<file path="src/rtl/mux_pkg.sv">
// rtl/mux_pkg.sv - shared constants and helpers for arb_mux_n
package mux_pkg;

    localparam logic MODE_RR     = 1'b0;
    localparam logic MODE_MANUAL = 1'b1;

    function automatic int clog2(input int value);
        int r;
        r = 0;
        for (int i = 0; i < 31; i++) begin
            if ((1 << i) < value) begin
                r = i + 1;
            end
        end
        return r;
    endfunction

endpackage

</file>
<file path="src/rtl/arb_mux_n_if.sv">
// rtl/arb_mux_n_if.sv - request/response bundle between requesters, arb_mux_n and consumer
interface arb_mux_n_if #(
    parameter  int WIDTH = 32,
    parameter  int N     = 4,
    localparam int SEL_W = mux_pkg::clog2(N)
);

    logic                 mode;
    logic [SEL_W-1:0]     selector;
    logic [N*WIDTH-1:0]   in_data;
    logic [N-1:0]         in_valid;
    logic [N-1:0]         in_ready;
    logic [WIDTH-1:0]     out_data;
    logic                 out_valid;
    logic                 out_ready;
    logic [SEL_W-1:0]     out_sel;

    modport master (
        output mode, selector, in_data, in_valid, out_ready,
        input  in_ready, out_data, out_valid, out_sel
    );

    modport slave (
        input  mode, selector, in_data, in_valid, out_ready,
        output in_ready, out_data, out_valid, out_sel
    );

endinterface

</file>
<file path="src/rtl/arb_mux_n_rr_pick.sv">
// rtl/arb_mux_n_rr_pick.sv - combinational round-robin picker (rotate, priority-encode, un-rotate)
module rr_pick
    import mux_pkg::*;
#(
    parameter  int N     = 4,
    localparam int SEL_W = clog2(N)
) (
    input  logic [N-1:0]     req,
    input  logic [SEL_W-1:0] ptr,
    output logic [N-1:0]     grant,
    output logic [SEL_W-1:0] idx,
    output logic             any
);

    logic [N-1:0]     rot;
    logic [N-1:0]     rot_grant;
    logic [SEL_W-1:0] off;
    logic [SEL_W:0]   sum;

    always_comb begin
        // Doubling the vector turns the rotate into a plain shift; ptr is always < N.
        rot       = N'({req, req} >> ptr);
        rot_grant = '0;
        off       = '0;
        any       = 1'b0;
        for (int j = 0; j < N; j++) begin
            if (!any && rot[j]) begin
                any          = 1'b1;
                off          = SEL_W'(j);
                rot_grant[j] = 1'b1;
            end
        end

        grant = N'(({rot_grant, rot_grant} << ptr) >> N);

        sum = {1'b0, ptr} + {1'b0, off};
        if (sum >= (SEL_W + 1)'(N)) begin
            sum = sum - (SEL_W + 1)'(N);
        end
        idx = sum[SEL_W-1:0];
    end

endmodule

</file>
<file path="src/rtl/arb_mux_n.sv">
// rtl/arb_mux_n.sv - registered N-to-1 mux with manual select or round-robin arbitration
module arb_mux_n
    import mux_pkg::*;
#(
    parameter  int WIDTH = 32,
    parameter  int N     = 4,
    localparam int SEL_W = clog2(N)
) (
    input  logic     clk,
    input  logic     rst,
    arb_mux_n_if.slave bus
);

    logic [WIDTH-1:0] data_q;
    logic             valid_q;
    logic [SEL_W-1:0] sel_q;
    logic [SEL_W-1:0] ptr_q;

    logic             is_manual;
    logic             load_en;
    logic             sel_ok;
    logic             has_grant;
    logic             xfer;
    logic [N-1:0]     man_grant;
    logic [N-1:0]     rr_grant;
    logic [N-1:0]     grant;
    logic [SEL_W-1:0] rr_idx;
    logic [SEL_W-1:0] grant_idx;
    logic [SEL_W-1:0] ptr_next;
    logic             rr_any;
    logic [WIDTH-1:0] grant_data;

    rr_pick #(.N(N)) u_rr_pick (
        .req   (bus.in_valid),
        .ptr   (ptr_q),
        .grant (rr_grant),
        .idx   (rr_idx),
        .any   (rr_any)
    );

    always_comb begin
        is_manual = (bus.mode == MODE_MANUAL);
        load_en   = !valid_q || bus.out_ready;

        // Out-of-range selectors decode to no grant rather than indexing past in_valid.
        sel_ok    = (int'(bus.selector) < N);
        man_grant = sel_ok ? ((N'(1) << bus.selector) & bus.in_valid) : '0;

        if (is_manual) begin
            grant     = man_grant;
            grant_idx = bus.selector;
            has_grant = |man_grant;
        end else begin
            grant     = rr_grant;
            grant_idx = rr_idx;
            has_grant = rr_any;
        end

        xfer         = !rst && load_en && has_grant;
        bus.in_ready = xfer ? grant : '0;

        grant_data = '0;
        for (int i = 0; i < N; i++) begin
            if (grant[i]) begin
                grant_data = bus.in_data[i*WIDTH +: WIDTH];
            end
        end

        ptr_next = (int'(rr_idx) == N - 1) ? '0 : rr_idx + 1'b1;
    end

    always_ff @(posedge clk) begin
        if (rst) begin
            data_q  <= '0;
            valid_q <= 1'b0;
            sel_q   <= '0;
            ptr_q   <= '0;
        end else if (xfer) begin
            data_q  <= grant_data;
            valid_q <= 1'b1;
            sel_q   <= grant_idx;
            if (!is_manual) begin
                ptr_q <= ptr_next;
            end
        end else if (valid_q && bus.out_ready) begin
            valid_q <= 1'b0;
        end
    end

    assign bus.out_data  = data_q;
    assign bus.out_valid = valid_q;
    assign bus.out_sel   = sel_q;

endmodule
</file>
<file path="src/flat_wrapper.sv">
// flat-port wrapper written by rule: the top's interface ports become plain ports
module arb_mux_n_flat import mux_pkg::*;
#(
    parameter  int WIDTH = 32,
    parameter  int N     = 4,
    localparam int SEL_W = clog2(N)
)
  (clk, rst, bus_mode, bus_selector, bus_in_data, bus_in_valid, bus_out_ready, bus_in_ready, bus_out_data, bus_out_valid, bus_out_sel);
  arb_mux_n_if #(.WIDTH(WIDTH), .N(N)) bus_i ();
  input  logic clk;
  input  logic rst;
  input wire logic [$bits(bus_i.mode)-1:0] bus_mode;
  input wire logic [$bits(bus_i.selector)-1:0] bus_selector;
  input wire logic [$bits(bus_i.in_data)-1:0] bus_in_data;
  input wire logic [$bits(bus_i.in_valid)-1:0] bus_in_valid;
  input wire logic [$bits(bus_i.out_ready)-1:0] bus_out_ready;
  output wire logic [$bits(bus_i.in_ready)-1:0] bus_in_ready;
  output wire logic [$bits(bus_i.out_data)-1:0] bus_out_data;
  output wire logic [$bits(bus_i.out_valid)-1:0] bus_out_valid;
  output wire logic [$bits(bus_i.out_sel)-1:0] bus_out_sel;
  assign bus_i.mode = bus_mode;
  assign bus_i.selector = bus_selector;
  assign bus_i.in_data = bus_in_data;
  assign bus_i.in_valid = bus_in_valid;
  assign bus_i.out_ready = bus_out_ready;
  assign bus_in_ready = bus_i.in_ready;
  assign bus_out_data = bus_i.out_data;
  assign bus_out_valid = bus_i.out_valid;
  assign bus_out_sel = bus_i.out_sel;
  arb_mux_n #(.WIDTH(WIDTH), .N(N)) u_core (.clk(clk), .rst(rst), .bus(bus_i));
endmodule
</file>
<file path="config.mk">
export PLATFORM = sky130hd
export DESIGN_NAME = arb_mux_n_flat
export DESIGN_NICKNAME = d
export VERILOG_FILES = /design/src/rtl/mux_pkg.sv /design/src/rtl/arb_mux_n_if.sv /design/src/rtl/arb_mux_n_rr_pick.sv /design/src/rtl/arb_mux_n.sv /design/src/flat_wrapper.sv
export SDC_FILE = /design/constraint.sdc
export NUM_CORES = 1
export LEC_CHECK = 0
export CORE_UTILIZATION = 39
export CTS_BUF_LIST = sky130_fd_sc_hd__clkbuf_8
export DETAILED_ROUTE_END_ITERATION = 12
export PLACE_DENSITY = 0.84
export SLEW_MARGIN = 10
export SYNTH_ARGS = -nofsm -noshare
export SYNTH_HDL_FRONTEND = slang
export SYNTH_SLANG_ARGS = --single-unit
export TNS_END_PERCENT = 50
</file>
<file path="constraint.sdc">
create_clock -name clk -period 2.58 [get_ports clk]
set_input_delay 0.258 -clock clk [delete_from_list [all_inputs] [get_ports clk]]
set_output_delay 0.258 -clock clk [all_outputs]
set_load 0.005 [all_outputs]
</file>
### Word level (Yosys, flattened, before mapping)

Cells that the tools add are included.
Widths: inputs -> output; s select.

| storage, ports and cells | value |
|---|---|
| flip-flop bits (word level) | 37 |
| input bits | 138 |
| output and inout bits | 39 |
| word-level logic and storage cells | 51 |

| operators by class | value |
|---|---|
| add/subtract/negate cells | 3 |
| $lt $le $gt $ge | 1 |
| equal/unequal tests | 1 |
| shift operators | 3 |
| multiplexer cells | 22 |
| bitwise operators | 2 |
| reductions and logical operators | 15 |

Operators by type and width:

| kind | count |
|---|---|
| $mux 32 | 4 |
| $mux 1 | 11 |
| $mux 2 | 5 |
| $mux 4 | 2 |
| $shl 8x2->8 | 1 |
| $shr 8x2->4 | 1 |
| $logic_and 1x1->1 | 6 |
| $logic_not 1->1 | 5 |
| $and 4x4->4 | 1 |
| $reduce_or 4->1 | 1 |
| $shl 1x2->4 const A | 1 |
| $add 2x2->3 | 1 |
| $ge 3x3->1 const B | 1 |
| $add 2x1->2 const B | 1 |
| $eq 2x1->1 const B | 1 |
| $reduce_and 2->1 | 1 |
| $reduce_bool 2->1 | 1 |
| $sub 2x1->2 const B | 1 |
| $logic_or 1x1->1 | 1 |
| $not 1->1 | 1 |

### Logic depth before layout (Yosys ltp)

| depth | value |
|---|---|
| depth after elaboration | 17 |
| mapped depth | 10 |
| depth with buffers taken out | 9 |

### Cells and area by module

A second synthesis with hierarchy kept.

| unflattened totals | value |
|---|---|
| cell total of the unflattened synthesis | 351 |
| area, all modules | 2,909.0 µm² |

By module, submodules not included:

| module | instances | cells each | area each (µm²) | sequential area each (µm²) |
|---|---|---|---|---|
| arb_mux_n | 1 | 302 | 2,572.5 | 740.7 |
| rr_pick | 1 | 49 | 336.6 | 0.0 |

### Worst setup path after synthesis

No wires, ideal clock.

| path | value |
|---|---|
| path type | input port to flip-flop |
| start point | input port bus_in_valid[3] |
| end point | register u_core.ptr_q[1] |
| setup time | 0.059 ns |
| arrival | 2.115 ns |
| data required time | 2.521 ns |
| setup slack | 0.405 ns |
| stages | 10 |
| path buffers | 2 |
| cell sequence | buf_2 > clkbuf_1 > nor2_1 > or4_1 > o2111ai_1 > ha_1 > xor2_1 > xnor2_1 > a211o_1 > nand2_1 |

| on the way | value |
|---|---|
| longest elaborated chain between the ends | 16 |
| elaborated cells on any way between the ends | 26 |
| those cells by class | add/sub: 3; order compare: 1; eq/ne: 1; shift: 1; mux: 10; bitwise: 1; reduce/logical: 9 |

Ends and longest elaborated chain:

| element | line | RTL |
|---|---|---|
| start: declaration | flat_wrapper.sv:15 | `input wire logic [$bits(bus_i.in_valid)-1:0] bus_in_valid;` |
| $shr 8x2->4 | arb_mux_n_rr_pick.sv:22 | `rot = N'({req, req} >> ptr);` |
| $mux 1 | arb_mux_n_rr_pick.sv:27 | `if (!any && rot[j]) begin` |
| $logic_not 1->1 | arb_mux_n_rr_pick.sv:27 |  |
| $logic_and 1x1->1 | arb_mux_n_rr_pick.sv:27 |  |
| $mux 1 | arb_mux_n_rr_pick.sv:27 |  |
| $logic_not 1->1 | arb_mux_n_rr_pick.sv:27 |  |
| $logic_and 1x1->1 | arb_mux_n_rr_pick.sv:27 |  |
| $mux 1 | arb_mux_n_rr_pick.sv:27 |  |
| $logic_not 1->1 | arb_mux_n_rr_pick.sv:27 |  |
| $logic_and 1x1->1 | arb_mux_n_rr_pick.sv:27 |  |
| $mux 2 | arb_mux_n_rr_pick.sv:27 |  |
| $add 2x2->3 | arb_mux_n_rr_pick.sv:36 | `sum = {1'b0, ptr} + {1'b0, off};` |
| $ge 3x3->1 or $sub 2x1->2 (tied branches) | arb_mux_n_rr_pick.sv:37, arb_mux_n_rr_pick.sv:38 |  |
| $mux 2 | arb_mux_n_rr_pick.sv:37 | `if (sum >= (SEL_W + 1)'(N)) begin` |
| $add 2x1->2 or $eq 2x1->1 (tied branches) | arb_mux_n.sv:69 | `ptr_next = (int'(rr_idx) == N - 1) ? '0 : rr_idx + 1'b1;` |
| $mux 2 | arb_mux_n.sv:69 |  |
| end signal: assignment | arb_mux_n.sv:83 | `ptr_q <= ptr_next;` |
| end: declaration | arb_mux_n.sv:17 | `logic [SEL_W-1:0] ptr_q;` |

Several ways; a longest one is shown, not always the timed one.
A chain may end at the register's enable or synchronous reset.

### Final worst setup path

| path | value |
|---|---|
| start point | input port bus_selector[0] |
| end point | output port bus_in_ready[2] |

| on the way | value |
|---|---|
| longest elaborated chain between the ends | 6 |
| elaborated cells on any way between the ends | 7 |
| those cells by class | shift: 1; mux: 3; bitwise: 1; reduce/logical: 2 |

Ends and longest elaborated chain:

| element | line | RTL |
|---|---|---|
| start: declaration | flat_wrapper.sv:13 | `input wire logic [$bits(bus_i.selector)-1:0] bus_selector;` |
| $shl 1x2->4 * | arb_mux_n.sv:47 | `man_grant = sel_ok ? ((N'(1) << bus.selector) & bus.in_valid) : '0;` |
| $and 4x4->4 * | arb_mux_n.sv:47 |  |
| $reduce_or 4->1 | arb_mux_n.sv:52 | `has_grant = \|man_grant;` |
| $mux 1 | arb_mux_n.sv:49 | `if (is_manual) begin` |
| $logic_and 1x1->1 | arb_mux_n.sv:59 | `xfer = !rst && load_en && has_grant;` |
| $mux 4 * | arb_mux_n.sv:60 | `bus.in_ready = xfer ? grant : '0;` |
| end: declaration | flat_wrapper.sv:17 | `output wire logic [$bits(bus_i.in_ready)-1:0] bus_in_ready;` |

Mark *: on every way between the ends. The rest lies on a longest branch, timed or not.

==> results.yml <==
detailed_routing:
  wl_um: 10700
  vias: 3394
  avgViaCountPerCell: 5.66
  drt-initial-drc-count: 95
  dr.pass1.iters: 4
  wl_per_cell_um: 17.8
  antenna_left: 0
  drc: 0
yosys:
  synth_top_cell_by_area: "dfxtp_1"
  synth_cell_type_count: 57
  yosys-top-cells-area: "dfxtp_1 (25%), a311oi_2 (15%), a221o_2 (11%)"
  syn_area_per_cell_sq_um: 9.20
  synth_seq_area_share_pct: 25.3
  synthArstFlopShare_pct: 0
  synth_most_common_cell: "nor2_1"
  synth_edf_count: 0
  synth_common_cells: "nor2_1 (43), dfxtp_1 (37), nand3_1 (34)"
  synthCells: 318
  dominantRegCellSynth: "dfxtp_1"
  yosys_warnings: 0
  synth_top_area_share_pct: 25.3
  syn-num-nets: 457
  synth.ff_latch_count: 37
  syn-cell-area_sq_mm: 0.00292
grt:
  use_met3_pct: 5.04
  overflow: 0
  met2_usage_pct: 49.9
  grt_max_degree: 41
  grt_pass1_wl_um: 16100
  busiest_layer: "met2"
  antenna_found_initial: 0
  grt_pass1_vias: 3312
  gr-usage-met1_pct: 31.2
  track_usage_pct: 26.8
worst_setup_path:
  critical_path_buf_inv_count: 2
  crit_path_end_kind: "output pin"
  arrival_ns: 2.25
  path_class: "in2out"
  crit_family: "buffers and inverters"
  crit_required_ns: 2.32
  crit_top_cell: "clkdlybuf4s50_1"
  max_stage_delay_ns: 0.54
  cpMaxStageDelayCell: "clkdlybuf4s50_1"
  critical_path_peak_fanout: 7
  start_kind: "input port"
  crit_chain: "clkdlybuf4s50_1 -> mux2_1 -> a21oi_1 -> a211oi_4 -> and2_1 -> clkdlybuf4s50_1"
pwr:
  power_frac_clock_pct: 26.5
  ir_drop_v: 0.000275
  swShare_pct: 31.6
  combPwrFrac_pct: 44.9
  leakage_nw: 1.73
  netSwitchingPower_mw: 0.743
  powerDensity_mw_per_mm2: 466
  power.internal_mw: 1.61
  total_power_mw: 2.35
  pwr-share-seq_pct: 28.5
cells_and_area:
  drive_gt1_share_pct: 29.1
  nets: 639
  num_antenna_cells: 0
  area_delta_synth_final_pct: 72.8
  stdcell_area_sq_mm: 0.00505
placed_design:
  placed_area_sq_mm: 0.00490
  port_buffers: 176
  post-place-ws_ns: -0.0485
  dp_hpwl_um: 7930
  gp_congestion: 0.895
floorplan:
  io_pins: 177
  die_h_um: 88.6
  std_cell_rows: 31
  start_util_pct: 40.3
  die_x_um: 88.6
  fp.coreArea_sq_mm: 0.00725
  dieArea_sq_mm: 0.00785
timing:
  slew_headroom_pct: 38.3
  finalMaxSlewViolations: 0
  setup_violations: 0
  fmax_ghz: 0.398
  fin_hold_ws_ns: 0.508
  finalClockSkew_ns: 0.00866
  setup_tns_ns: 0
  timing.final.crit_share_pct: 97.3
  finalHoldViolCount: 0
  fin_ws_ns: 0.0705
  tightest_slew_ns: 0.926
  rsz0062_at_grt: "true"
  period_minus_slack_ns: 2.51
cts:
  h-tree-depth: 2
  cts.root.buffer_cell: "clkbuf_8"
  cts.sink_count: 37
  clk_latency_ns: 0.30
  cts_buffer_depth: 2
  cts_tree: "done"
  hold_buffers: 0
  clkSlewWorstSetupHoldPaths_ns: 0.09
  cts_buffers: 5
job:
  drv_cap: 0
status:
  outcome: "complete, no violations"
min_path:
  hold_class: "reg2reg"
routing by layer:
metal,up-vias,routed length (um)
met1,1631,4180
met5,-,0
met4,0,89
li1,1625,-
met2,130,5720
met3,8,679
cells by family after synthesis:
group | after synthesis | share of synthesized area, %
AND/OR/NAND/NOR | 102 | 17.0
multiplexers | 3 | 1.07
AO/OA/AOI/OAI | 129 | 46.6
XOR/XNOR | 3 | 0.899
flip-flops | 37 | 25.3
adder cells (fa/ha/maj) | 2 | 0.770
buffers and inverters | 42 | 8.26
stage by stage:
step,util [%],cells
after floorplan,-,318
after global placement,67.5,591
after detailed placement,67.5,591
after CTS,69.5,600
after global routing,69.7,600
final,69.7,600
power groups by stage:
stage | registers, mW | logic [mW] | clock network [mW]
floorplan | 0.682 | 0.571 | 0
global placement | 0.683 | 1.03 | 0
detailed placement | 0.684 | 1.05 | 0
CTS | 0.671 | 1.06 | 0.629
global route | 0.678 | 1.13 | 0.656
finish | 0.671 | 1.06 | 0.624
worst min-delay path, cell delays in order, from the launching register on:
cell      delay (ns)
dfxtp_1         0.32
nor2_1          0.09
a311oi_1        0.05
area by class of cell:
cell class	instances	area [sq um]
fill	589	2200
timing repair buffer	213	2050
multi-input combinational	239	1980
sequential	37	741
tap	99	124
clock buffer	5	68.8
clock inverter	3	68.8
inverter	4	17.5
layout by cell type (no fill, tap or decap), types with 3 or more instances in the layout:
cell	instances
clkdlybuf4s50_1	174
nor2_1	42
dfxtp_1	37
buf_4	36
nand3_1	34
o21ai_2	30
a221o_2	29
a311oi_2	29
o21ai_1	5
nand2b_1	5
clkbuf_8	5
a311oi_1	4
and2_1	3
nand2_1	3
o21bai_1	3
a221o_1	3
timing repair:
action | in CTS | in global routing
pin swaps | 1 | 1
endpoints found under the setup margin | 1 | 4
gates resized for setup | 0 | 3
buffers inserted | 1 | 0
sequential cells by signal, summed over array words and instances, names as in the netlist:
| register | flops |
|---|---|
| u_core.bus.out_valid | 1 |
| u_core.bus.out_sel | 2 |
| u_core.ptr_q | 2 |
| u_core.bus.out_data | 32 |
path summary, 6_finish.rpt:
kind	endpoint	start	depth (start not counted)	slack (ns)
max reg2reg	u_core.bus.out_data[18]	u_core.ptr_q[0]	7	0.26
min reg2reg	u_core.bus.out_data[19]	u_core.bus.out_data[19]	2	0.51
max	bus_in_ready[2]	bus_selector[0]	6	0.07
min	u_core.bus.out_data[19]	u_core.bus.out_data[19]	2	0.51
(Power assumes the default switching activity.)
